### src/rtl/frame_transmit_if.sv
// Request/payload and byte-stream handshake signals shared between the
// frame requester/UART side (master) and the frame transmitter (slave).
interface frame_transmit_if;
  logic        send;
  logic [7:0]  func;
  logic [31:0] word_a;
  logic [31:0] word_b;
  logic [7:0]  tx_data;
  logic        tx_valid;
  logic        tx_ready;
  logic        busy;
  logic        done;

  modport master (
    output send, func, word_a, word_b, tx_ready,
    input  tx_data, tx_valid, busy, done
  );

  modport slave (
    input  send, func, word_a, word_b, tx_ready,
    output tx_data, tx_valid, busy, done
  );
endinterface

### src/rtl/frame_transmit.sv
// Serialises an 11-byte frame (header, function code, two 32-bit words,
// additive checksum) onto a valid/ready byte stream for a UART transmitter.
module frame_transmit #(
  parameter logic [7:0] HEADER    = 8'h55,
  parameter int         FRAME_LEN = 11
) (
  input  logic             clock,
  input  logic             rst_n,
  frame_transmit_if.slave  link
);

  localparam logic [1:0] S_IDLE = 2'd0;
  localparam logic [1:0] S_SEND = 2'd1;
  localparam logic [1:0] S_DONE = 2'd2;
  localparam logic [3:0] LAST_IDX = 4'(FRAME_LEN - 1);

  logic [1:0]  state_q, state_d;
  logic [3:0]  idx_q, idx_d;
  logic [7:0]  csum_q, csum_d;
  logic [7:0]  func_q, func_d;
  logic [31:0] word_a_q, word_a_d;
  logic [31:0] word_b_q, word_b_d;
  logic        armed_q;
  logic [7:0]  frame_bytes [0:10];
  logic [7:0]  cur_byte;
  logic        xfer;

  assign frame_bytes[0]  = HEADER;
  assign frame_bytes[1]  = func_q;
  assign frame_bytes[10] = csum_q;

  for (genvar gi = 0; gi < 4; gi++) begin : g_payload
    assign frame_bytes[2 + gi] = word_a_q[31 - 8*gi -: 8];
    assign frame_bytes[6 + gi] = word_b_q[31 - 8*gi -: 8];
  end

  always_comb begin
    cur_byte = 8'h00;
    if (idx_q <= LAST_IDX) cur_byte = frame_bytes[idx_q];
  end

  assign xfer          = (state_q == S_SEND) && link.tx_ready;
  assign link.tx_valid = (state_q == S_SEND);
  assign link.busy     = (state_q != S_IDLE);
  assign link.done     = (state_q == S_DONE);
  assign link.tx_data  = (state_q == S_SEND) ? cur_byte : 8'h00;

  always_comb begin
    state_d  = state_q;
    idx_d    = idx_q;
    csum_d   = csum_q;
    func_d   = func_q;
    word_a_d = word_a_q;
    word_b_d = word_b_q;
    case (state_q)
      S_IDLE: begin
        if (link.send && armed_q) begin
          state_d  = S_SEND;
          idx_d    = 4'd0;
          csum_d   = 8'h00;
          func_d   = link.func;
          word_a_d = link.word_a;
          word_b_d = link.word_b;
        end
      end
      S_SEND: begin
        if (xfer) begin
          if (idx_q == LAST_IDX) begin
            state_d = S_DONE;
          end else begin
            idx_d = idx_q + 4'd1;
            // Header (index 0) is excluded from the check byte.
            if (idx_q != 4'd0) csum_d = csum_q + cur_byte;
          end
        end
      end
      S_DONE:  state_d = S_IDLE;
      default: state_d = S_IDLE;
    endcase
  end

  always_ff @(posedge clock or negedge rst_n) begin
    if (!rst_n) begin
      state_q  <= S_IDLE;
      idx_q    <= 4'd0;
      csum_q   <= 8'h00;
      func_q   <= 8'h00;
      word_a_q <= 32'h0;
      word_b_q <= 32'h0;
      armed_q  <= 1'b0;
    end else begin
      state_q  <= state_d;
      idx_q    <= idx_d;
      csum_q   <= csum_d;
      func_q   <= func_d;
      word_a_q <= word_a_d;
      word_b_q <= word_b_d;
      // The first edge after reset release only arms the block, so a send
      // coincident with that edge is dropped.
      armed_q  <= 1'b1;
    end
  end

endmodule

### src/flat_wrapper.sv
// flat-port wrapper written by rule: the top's interface ports become plain ports
module frame_transmit_flat 
#(
  parameter logic [7:0] HEADER    = 8'h55,
  parameter int         FRAME_LEN = 11
)
  (clock, rst_n, link_send, link_func, link_word_a, link_word_b, link_tx_ready, link_tx_data, link_tx_valid, link_busy, link_done);
  frame_transmit_if link_i ();
  input  logic clock;
  input  logic rst_n;
  input wire logic [$bits(link_i.send)-1:0] link_send;
  input wire logic [$bits(link_i.func)-1:0] link_func;
  input wire logic [$bits(link_i.word_a)-1:0] link_word_a;
  input wire logic [$bits(link_i.word_b)-1:0] link_word_b;
  input wire logic [$bits(link_i.tx_ready)-1:0] link_tx_ready;
  output wire logic [$bits(link_i.tx_data)-1:0] link_tx_data;
  output wire logic [$bits(link_i.tx_valid)-1:0] link_tx_valid;
  output wire logic [$bits(link_i.busy)-1:0] link_busy;
  output wire logic [$bits(link_i.done)-1:0] link_done;
  assign link_i.send = link_send;
  assign link_i.func = link_func;
  assign link_i.word_a = link_word_a;
  assign link_i.word_b = link_word_b;
  assign link_i.tx_ready = link_tx_ready;
  assign link_tx_data = link_i.tx_data;
  assign link_tx_valid = link_i.tx_valid;
  assign link_busy = link_i.busy;
  assign link_done = link_i.done;
  frame_transmit #(.HEADER(HEADER), .FRAME_LEN(FRAME_LEN)) u_core (.clock(clock), .rst_n(rst_n), .link(link_i));
endmodule
### config.mk
export PLATFORM = sky130hd
export DESIGN_NAME = frame_transmit_flat
export DESIGN_NICKNAME = d
export VERILOG_FILES = /design/src/rtl/frame_transmit_if.sv /design/src/rtl/frame_transmit.sv /design/src/flat_wrapper.sv
export SDC_FILE = /design/constraint.sdc
export NUM_CORES = 1
export LEC_CHECK = 0
export CELL_PAD_IN_SITES_DETAIL_PLACEMENT = 1
export CELL_PAD_IN_SITES_GLOBAL_PLACEMENT = 1
export CORE_ASPECT_RATIO = 0.8
export CORE_MARGIN = 8
export CORE_UTILIZATION = 37
export CTS_CLUSTER_SIZE = 24
export DETAILED_ROUTE_END_ITERATION = 10
export GPL_TIMING_DRIVEN = 0
export PLACE_DENSITY = 0.88
export SLEW_MARGIN = 15
export SYNTH_ARGS = -nofsm -noshare
export SYNTH_HDL_FRONTEND = slang
export SYNTH_SLANG_ARGS = --single-unit
### constraint.sdc
create_clock -name clock -period 3.4 [get_ports clock]
set_input_delay 0.34 -clock clock [delete_from_list [all_inputs] [get_ports clock]]
set_output_delay 0.34 -clock clock [all_outputs]
set_load 0.02 [all_outputs]
==> results.txt, run 1 <==
----------------------------------------------------
[Status]
  Outcome ... completed

[Routing]
  Drt pass-1 iters ... 4
  Drt via density ... 5.410
  Post-DRT Antenna Nets ... 0
  Via count ... 3365
  Final routed DRC violation total ... 0
  WL/cell ... 22.23 um
  Total wire length ... 13820 um
  Drt initial violations ... 215

[Run]
  Reported max-cap violation count ... 0

[Final layout]
  Count of nets after finishing ... 556
  Fraction of layout instances using a drive strength above 1 ... 0.3291
  Diodes inserted ... 0
  Non-Filler Instances ... 622
  Layout Area Growth over Synthesis ... 37.09%

[STA]
  Number of endpoints with negative hold slack in the final report ... 0
  Endpoints failing setup ... 0
  Share of the cycle needed by the critical path after routing ... 0.9833
  Post-Route Setup TNS ... 0 ps
  Count of final max-slew check failures ... 0
  Maximum clock frequency ... 299.1 MHz
  Minimum clock period after layout ... 3343 ps
  Setup skew after layout ... 5.060 ps
  Min Hold Slack ... 490.7 ps

[Clock network]
  Source-to-sink clock delay at the later pin of the worst-skew pair ... 340 ps
  Clock root cell ... sky130_fd_sc_hd__clkbuf_16
  Number of buffers added by the clock tree synthesis step ... 9
  Total clock sinks ... 87
  Buffers from clock root to sink, at most ... 2
  TritonCTS clock tree ... built
  Htree depth ... 3
  Clock-pin slew reported for the worst setup and hold paths after clock tree synthesis ... 60 ps

[Floorplan]
  Starting density of the core ... 0.3811
  Number of rows in the core area ... 35
  Width of the die ... 138.0 um
  # IOs ... 87
  Total core area ... 11560 sq um
  Die area ... 15680 sq um
  Height of the chip ... 113.6 um

[Setup path]
  Worst setup path class ... register to register
  CP Data Arrival Time ... 3570 ps
  Beginning of the worst register-to-register path ... u_core.idx_q[0]
  Max stage delay on crit path ... 630 ps
  Critical path, cell by cell ... buf_8, buf_4, mux4_1, a21oi_2, o22ai_1, ha_1, nor2b_2, o21ai_2, a21boi_1, o21a_1, or3_1, a32o_1
  Crit path max fanout ... 9
  Timing startpoint of the critical path ... u_core.idx_q[0]
  CP Data Required Time ... 3630 ps
  Cell family contributing the most delay on the critical path ... compound AO/OA/AOI/OAI gates
  Category of the worst setup path capture point ... register
  Buf/Inv on CP ... 2
  Slowest cell on the critical path ... sky130_fd_sc_hd__mux4_1
  CP Launch Type ... register

[GRT]
  Total global-route track usage ... 0.1759
  GRT Residual Overflow ... 0
  Number of global-route vias before repair ... 3823
  Largest net degree at the start of global routing ... 60
  First-pass GRT wire length ... 21070 um
  Initial antenna violation count ... 0

[Yosys]
  Post-synthesis net count ... 441
  Library cell with the largest summed area after synthesis ... sky130_fd_sc_hd__dfrtp_1
  Cell area after synthesis ... 4405 sq um
  Top post-synthesis cells by area ... sky130_fd_sc_hd__dfrtp_1, sky130_fd_sc_hd__mux2_2, sky130_fd_sc_hd__ha_1
  EDFF count, synth ... 0
  Number of synthesis warnings ... 0
  Post-synthesis async set-or-reset flop share ... 1.000
  Seq cells post-synth ... 87
  Number of instances in the synthesized netlist ... 354
  Main synth FF type ... sky130_fd_sc_hd__dfrtp_1
  Proportion of netlist area held by the largest area contributor ... 0.4942
  Most common library cells after synthesis ... sky130_fd_sc_hd__dfrtp_1, sky130_fd_sc_hd__mux2_2, sky130_fd_sc_hd__nor2_1, sky130_fd_sc_hd__nand2_1, sky130_fd_sc_hd__a21oi_1
  Most numerous cell in the Yosys netlist ... sky130_fd_sc_hd__dfrtp_1
  Sequential cell area fraction in the yosys report ... 0.4942
  Number of library cell types mapped by synthesis ... 52
  Mean instance size in the synthesized netlist ... 12.44 sq um

[Placed design]
  PortBufs ... 86
  DP HPWL ... 9915 um
  Placed cell count ... 589
  Routability congestion estimate from global placement ... 0.8837

[Power and ir drop]
  Worst supply voltage drop on vdd ... 355.3 uV
  Power density over the cells ... 1020 nW/um^2
  Leakage ... 2.537 nW

[Worst hold path]
  Tightest Hold Check Type ... primary input to async pin

----------------------------------------------------
==> final timing paths <==
path | end | slack [ps] | depth (start not counted)
max in group asynchronous | u_core.word_b_q[5] | 2270 | 3
min in group clock | u_core.word_a_q[7] | 510 | 1
hold / removal | u_core.func_q[2] | 490 | 2
setup reg to reg | u_core.csum_q[6] | 60 | 12
setup / recovery | u_core.csum_q[6] | 60 | 12
hold reg to reg | u_core.word_a_q[7] | 510 | 1
==> layer usage <==
metal / global-route usage / share of wire / vias to the layer above
li1: - / - / 1512
met1: 0.2243 / 0.43 / 1718
met2: 0.2826 / 0.49 / 110
met3: 0.04482 / 0.060 / 25
met4: 0.06147 / 0.021 / 0
met5: 0 / 0 / -
==> registers in the layout (all words and copies together), names as in the netlist <==
register,flops
u_core.armed_q,1
u_core.func_q,8
u_core.word_b_q,32
u_core.word_a_q,32
u_core.idx_q,4
u_core.csum_q,8
u_core.state_q,2
==> power by group <==
part	internal [mW]	switching, mW	total, mW
combinational	1.67	1.64	3.31
sequential	1.55	0.330	1.88
clock	0.570	0.411	0.981
==> per-stage QoR <==
step	power, mW	cell area (sq um)	util	setup slack, ps
2_1_floorplan	3.728	4405	-	226.3
3_5_place_dp	4.718	5477	0.4737	-590.1
4_1_cts	5.905	5893	0.5097	11.47
6_report	6.162	6040	0.5224	56.78
5_1_grt	6.517	6040	0.5224	-72.52
3_3_place_gp	4.523	5451	0.4715	-1117
==> layout by cell type, fill, tap and decap left out, types with 4 or more instances in the layout <==
master,instances
sky130_fd_sc_hd__and2_1,7
sky130_fd_sc_hd__nor2_1,20
sky130_fd_sc_hd__buf_2,12
sky130_fd_sc_hd__mux2_2,74
sky130_fd_sc_hd__o21a_1,4
sky130_fd_sc_hd__clkbuf_16,9
sky130_fd_sc_hd__mux4_2,5
sky130_fd_sc_hd__a21oi_1,12
sky130_fd_sc_hd__o21ai_0,7
sky130_fd_sc_hd__inv_1,9
sky130_fd_sc_hd__ha_1,7
sky130_fd_sc_hd__clkdlybuf4s50_1,85
sky130_fd_sc_hd__o22ai_1,5
sky130_fd_sc_hd__mux2i_1,12
sky130_fd_sc_hd__nand2_1,16
sky130_fd_sc_hd__buf_4,18
sky130_fd_sc_hd__dfrtp_1,86
==> cell families after synthesis <==
group | Yosys count | synth area share
mux | 97 | 0.2675
flops | 87 | 0.4942
simple gates | 67 | 0.07384
compound gates | 57 | 0.08833
buf+inv | 30 | 0.03436
fa+ha+maj | 11 | 0.03295
xor+xnor | 4 | 0.007954
other cells | 1 | 0.0008512
==> cell type report <==
| type | instances | area, sq um |
|---|---|---|
| Buffer | 19 | 136.4 |
| Timing Repair Buffer | 104 | 1016 |
| Inverter | 11 | 45.04 |
| Clock inverter | 5 | 56.30 |
| Multi-Input combinational cell | 237 | 2190 |
| Tap cell | 148 | 185.2 |
| Fill cell | 1232 | 5522 |
| Sequential cell | 87 | 2178 |
| Clock buffer | 11 | 232.7 |
==> timing repair <==
| action | 4_1_cts | 5_1_grt |
|---|---|---|
| setup endpoints to repair | 13 | 3 |
| gates resized for setup | 21 | 13 |
| pin swaps | 2 | 2 |
| setup buffers | 3 | 13 |
| hold endpoints to repair | 28 | 0 |
| hold buffers | 1 | 0 |
(Power assumes the default switching activity.)
==> run 2: changes to the inputs <==
PLACE_DENSITY = 0.82   (was 0.88)
==> run 2 against run 1 <==
- global-route usage is 0.43 points lower
- total power is 3.8% lower
- worst hold slack worse by 460 ps
- sequential share of layout area is 0.75 points higher
- clock power is 5% higher
- sequential power hardly changed
- first-iteration DRC count is 46% lower
- via count is 4.1% lower
- critical path type unchanged
- routed wire length is 8.1% lower
- largest cell class is now sequential cells
==> results.txt, run 2 (synthesis results as in run 1) <==
----------------------------------------------------
[Status]
  Outcome ... completed

[Clock network]
  TritonCTS clock tree ... built
  Source-to-sink clock delay at the later pin of the worst-skew pair ... 340 ps
  Hold-fix buffer count after cts ... 0
  Total clock sinks ... 87
  Buffers from clock root to sink, at most ... 2
  Number of buffers added by the clock tree synthesis step ... 9
  Htree depth ... 3
  Clock root cell ... sky130_fd_sc_hd__clkbuf_16
  Clock-pin slew reported for the worst setup and hold paths after clock tree synthesis ... 60 ps

[Power and ir drop]
  Share of power burned in combinational logic ... 0.512
  Worst supply voltage drop on vdd ... 343.0 uV
  Leakage ... 2.469 nW
  Switching share of power ... 0.3702
  Power density over the cells ... 1001 nW/um^2
  Net switching component of the power ... 2.193 mW
  Cell-internal power ... 3.732 mW
  Clock Power Share ... 0.174
  Register share of total power ... 0.314

[GRT]
  Largest net degree at the start of global routing ... 48
  GRT Residual Overflow ... 0
  Number of global-route vias before repair ... 3734
  First-pass GRT wire length ... 20710 um
  Total global-route track usage ... 0.1716
  Initial antenna violation count ... 0

[Routing]
  Drt via density ... 5.316
  Total wire length ... 12710 um
  Final routed DRC violation total ... 0
  Via count ... 3227
  Routed wl met3 ... 659 um
  WL met1 ... 5897 um
  Drt pass-1 iters ... 4
  Length of routed met2 wiring ... 6038 um
  WL/cell ... 20.94 um
  Drt initial violations ... 117
  Topmost layer with routed signal wires ... met4
  Post-DRT Antenna Nets ... 0

[Final layout]
  Commonest non-fill, non-tap cell in the layout ... sky130_fd_sc_hd__dfrtp_1
  Commonest cells after routing, fill and taps aside ... sky130_fd_sc_hd__dfrtp_1, sky130_fd_sc_hd__clkdlybuf4s50_1, sky130_fd_sc_hd__mux2_2
  Number of inserted filler cells in the final layout ... 1205
  Non-Filler Instances ... 607
  Count of nets after finishing ... 543
  Largest registers ranked by flip-flop count ... u_core.word_a_q: 32 flops, u_core.word_b_q: 32 flops
  Fraction of layout instances using a drive strength above 1 ... 0.2985
  Diodes inserted ... 0
  Layout Area Growth over Synthesis ... 34.31%

[Setup path]
  CP Data Arrival Time ... 3590 ps
  CP Data Required Time ... 3670 ps
  Timing startpoint of the critical path ... u_core.idx_q[1]
  R2r setup slk ... 80 ps
  Category of the worst setup path capture point ... register
  Worst setup path class ... register to register
  Beginning of the worst register-to-register path ... u_core.idx_q[1]
  Logic depth of the worst register-to-register path ... 11
  CP Launch Type ... register
  Critical R2R Capture ... u_core.csum_q[7]
  Crit path max fanout ... 10

[STA]
  Minimum clock period after layout ... 3321 ps
  Actual slew at the worst max-slew pin ... 656.5 ps
  Worst slew margin ... 0.5624
  Share of the cycle needed by the critical path after routing ... 0.9768
  Count of final max-slew check failures ... 0
  Maximum clock frequency ... 301.1 MHz
  Number of endpoints with negative hold slack in the final report ... 0
  Endpoints failing setup ... 0
  Min Hold Slack ... 26.84 ps
  Setup skew after layout ... 6.761 ps

[Floorplan]
  Starting density of the core ... 0.3811
  Width of the die ... 138.0 um
  Die area ... 15680 sq um
  Total core area ... 11560 sq um
  # IOs ... 87
  Number of rows in the core area ... 35
  Height of the chip ... 113.6 um

[Placed design]
  Routability congestion estimate from global placement ... 0.8677
  Placed cell count ... 589
  DP HPWL ... 9831 um
  PortBufs ... 86

[Worst hold path]
  Tightest Hold Check Type ... primary input to async pin

[Run]
  Reported max-cap violation count ... 0

----------------------------------------------------
## run 2: repair_timing
action	CTS	global route
buffers inserted	1	4
pin swaps	1	2
gates cloned	0	0
resized for setup	14	14
endpoints found under the setup margin	13	4
## run 2: stage by stage
step                      TNS (ps)  worst slack [ps]  utilization  power [mW]  instance area, sq um
final                            0             78.85       0.5118       5.926                  5917
after floorplan                  0             226.3            -       3.728                  4405
after global placement     -101140             -1160       0.4715       4.533                  5451
after global routing        -15.22            -14.12       0.5118       6.316                  5917
after CTS                        0             28.54       0.5034       5.833                  5819
after detailed placement     -1387            -455.0       0.4731       4.695                  5469
## run 2: how the worst max path moves through the flow
stage,endpoint,slack [ps]
after global placement,u_core.word_b_q[25],-1160
after detailed placement,u_core.csum_q[7],-460
after CTS,u_core.csum_q[6],30
after global routing,u_core.csum_q[6],-10
after floorplan,u_core.csum_q[6],230
final,u_core.csum_q[7],80
## run 2: layout make-up
cell class	instances	area, sq um	share of cell area
Clock inverter	3	68.82	0.01163
Buffer	18	122.6	0.02072
Clock buffer	11	232.7	0.03933
Multi-Input combinational cell	237	2156	0.3643
Tap cell	148	185.2	0.03130
Timing Repair Buffer	92	928.4	0.1569
Inverter	11	45.04	0.007613
Sequential cell	87	2178	0.3682
## run 2: layer usage
layer,global-route usage,vias to the layer above
met4,0.03503,0
met2,0.2723,82
met1,0.2257,1656
met3,0.05228,9
li1,-,1480
met5,0,-
## run 2: power by group through the flow
stage	Sequential (mW)	Combinational, mW	Clock [mW]
finish	1.86	3.03	1.03
floorplan	1.74	1.99	0
global route	1.93	3.30	1.09
global placement	1.82	2.71	0
detailed placement	1.87	2.82	0
CTS	1.86	2.92	1.05
## run 2: critical path, cell delays in order, from the launching register on
cell	delay [ps]
sky130_fd_sc_hd__dfrtp_1	470
sky130_fd_sc_hd__buf_4	240
sky130_fd_sc_hd__buf_2	300
sky130_fd_sc_hd__mux4_2	390
sky130_fd_sc_hd__a21oi_1	230
sky130_fd_sc_hd__o22ai_1	160
sky130_fd_sc_hd__ha_1	240
sky130_fd_sc_hd__or4_1	520
sky130_fd_sc_hd__o22ai_1	190
sky130_fd_sc_hd__xor2_1	110
sky130_fd_sc_hd__or3_1	340
sky130_fd_sc_hd__o21ai_2	70
==> run 3: changes to the inputs <==
PLACE_DENSITY = 0.75   (was 0.82)
==> run 3 against run 2 <==
- largest cell class unchanged
- cell count is 0.99% higher
- clock skew is 1.7 ps higher
- utilization is 0.56 points higher
- highest routed layer unchanged
==> results.txt, run 3 (synthesis results as in run 1) <==
----------------------------------------------------
[Status]
  Outcome ... completed

[Final layout]
  Area of the multi-input gates ... 2156 sq um
  Diodes inserted ... 0
  Fraction of layout instances using a drive strength above 1 ... 0.3140
  Finished Core Util ... 0.5174
  Commonest non-fill, non-tap cell in the layout ... sky130_fd_sc_hd__dfrtp_1
  Post-route cell area ... 5982 sq um
  Count of nets after finishing ... 547
  Largest registers ranked by flip-flop count ... u_core.word_a_q: 32 flops, u_core.word_b_q: 32 flops
  Commonest cells after routing, fill and taps aside ... sky130_fd_sc_hd__dfrtp_1, sky130_fd_sc_hd__clkdlybuf4s50_1, sky130_fd_sc_hd__mux2_2
  Layout Area Growth over Synthesis ... 35.79%
  Number of inserted filler cells in the final layout ... 1222
  Sequential Area ... 2180 sq um

[Floorplan]
  Width of the die ... 138.0 um
  # IOs ... 87
  Total core area ... 11560 sq um
  Starting density of the core ... 0.3811
  Height of the chip ... 113.6 um
  Die area ... 15680 sq um
  Number of rows in the core area ... 35

[Routing]
  Total wire length ... 13100 um
  WL/cell ... 21.38 um
  Post-DRT Antenna Nets ... 0
  Drt via density ... 5.305
  Drt pass-1 iters ... 4
  Final routed DRC violation total ... 0
  Via count ... 3252
  Drt initial violations ... 132

[GRT]
  GRT Residual Overflow ... 0
  First-pass GRT wire length ... 20870 um
  Total global-route track usage ... 0.1733
  Largest net degree at the start of global routing ... 62
  Number of global-route vias before repair ... 3705
  Initial antenna violation count ... 0

[STA]
  Count of final max-slew check failures ... 0
  Min Hold Slack ... 465.2 ps
  Endpoints failing setup ... 0
  Crit path setup slack, layout ... 106.5 ps
  Maximum clock frequency ... 303.6 MHz
  Minimum clock period after layout ... 3293 ps
  Share of the cycle needed by the critical path after routing ... 0.9687
  Setup skew after layout ... 8.479 ps
  Unrepaired setup endpoints after global routing ... true
  Number of endpoints with negative hold slack in the final report ... 0

[Clock network]
  Clock-pin slew reported for the worst setup and hold paths after clock tree synthesis ... 60 ps
  Total clock sinks ... 87
  Number of buffers added by the clock tree synthesis step ... 9
  TritonCTS clock tree ... built
  Buffers from clock root to sink, at most ... 2
  Clock root cell ... sky130_fd_sc_hd__clkbuf_16
  Source-to-sink clock delay at the later pin of the worst-skew pair ... 350 ps
  Htree depth ... 3

[Power and ir drop]
  Worst supply voltage drop on vdd ... 341.2 uV
  Power density over the cells ... 1013 nW/um^2
  Leakage ... 2.520 nW

[Placed design]
  Routability congestion estimate from global placement ... 0.8221
  DP Area ... 5477 sq um
  PortBufs ... 86
  DP HPWL ... 9768 um
  Post-placement worst setup slack ... -477.6 ps

[Setup path]
  Logic depth of the worst register-to-register path ... 17
  Category of the worst setup path capture point ... register
  R2r setup slk ... 110 ps
  CP Data Arrival Time ... 3530 ps
  CP Launch Type ... register
  Crit path max fanout ... 10
  Beginning of the worst register-to-register path ... u_core.idx_q[0]
  CP Data Required Time ... 3630 ps
  Critical R2R Capture ... u_core.csum_q[6]
  Worst setup path class ... register to register

[Run]
  Reported max-cap violation count ... 0

[Worst hold path]
  Tightest Hold Check Type ... primary input to async pin

----------------------------------------------------
-- run 3: final cells by class --
class,count,share of cell area
inverters,11,0.007530
flip-flops and latches,87,0.3644
multi-input cells,237,0.3604
clock inverters,7,0.01715
well taps,148,0.03096
clock buffers,9,0.03765
plain buffers,19,0.02384
repair buffers,95,0.1581
-- run 3: routing by layer --
layer / GRT usage / wire length, um
met5: 0 / 0
met3: 0.04569 / 592
met2: 0.2643 / 6127
met1: 0.2362 / 6148
met4: 0.04932 / 235
-- run 3: worst max-delay path, stage by stage, from the launching register on --
cell and delay, ps:
sky130_fd_sc_hd__dfrtp_2 390, sky130_fd_sc_hd__buf_12 160, sky130_fd_sc_hd__buf_12 140, sky130_fd_sc_hd__buf_12 150, sky130_fd_sc_hd__clkinvlp_4 120, sky130_fd_sc_hd__ha_4 210
sky130_fd_sc_hd__nand2b_4 90, sky130_fd_sc_hd__o22ai_1 90, sky130_fd_sc_hd__nor2_1 150, sky130_fd_sc_hd__nor3_2 60, sky130_fd_sc_hd__a31oi_2 270, sky130_fd_sc_hd__fa_2 270
sky130_fd_sc_hd__nor2b_2 60, sky130_fd_sc_hd__o21ai_2 170, sky130_fd_sc_hd__a21boi_2 90, sky130_fd_sc_hd__o21a_1 190, sky130_fd_sc_hd__or3_1 310, sky130_fd_sc_hd__a32o_1 250
-- run 3: repair_timing --
action / in CTS / in global routing
hold buffers: 1 / 0
endpoints found under the setup margin: 13 / 6
buffers inserted: 2 / 5
gates resized for setup: 17 / 17
endpoints found under the hold margin: 26 / 0
pin swaps: 2 / 3
-- run 3: worst max-delay path by stage --
stage                     depth (start not counted)  slack (ps)       startpoint                   to
after floorplan                                  16         230  u_core.idx_q[0]     u_core.csum_q[6]
after global placement                            1       -1220            rst_n  u_core.word_b_q[13]
after detailed placement                         18        -480  u_core.idx_q[0]     u_core.csum_q[7]
after CTS                                        12          10  u_core.idx_q[0]      link_tx_data[4]
after global routing                             17         -50  u_core.idx_q[0]     u_core.csum_q[6]
final                                            17         110  u_core.idx_q[0]     u_core.csum_q[6]
-- run 3: through the flow --
| stage | setup TNS (ps) | power, mW | cells |
|---|---|---|---|
| 5_1_grt | -87.73 | 6.436 | 613 |
| 3_3_place_gp | -105950 | 4.543 | 588 |
| 6_report | 0 | 6.057 | 613 |
| 3_5_place_dp | -1390 | 4.699 | 589 |
| 4_1_cts | 0 | 5.948 | 608 |
| 2_1_floorplan | 0 | 3.728 | 354 |
-- run 3: power by group --
part	leakage (nW)	switching (mW)	internal (mW)	total, mW
registers	1.05	0.319	1.55	1.86
clock network	0.162	0.446	0.654	1.10
logic	1.31	1.53	1.56	3.09
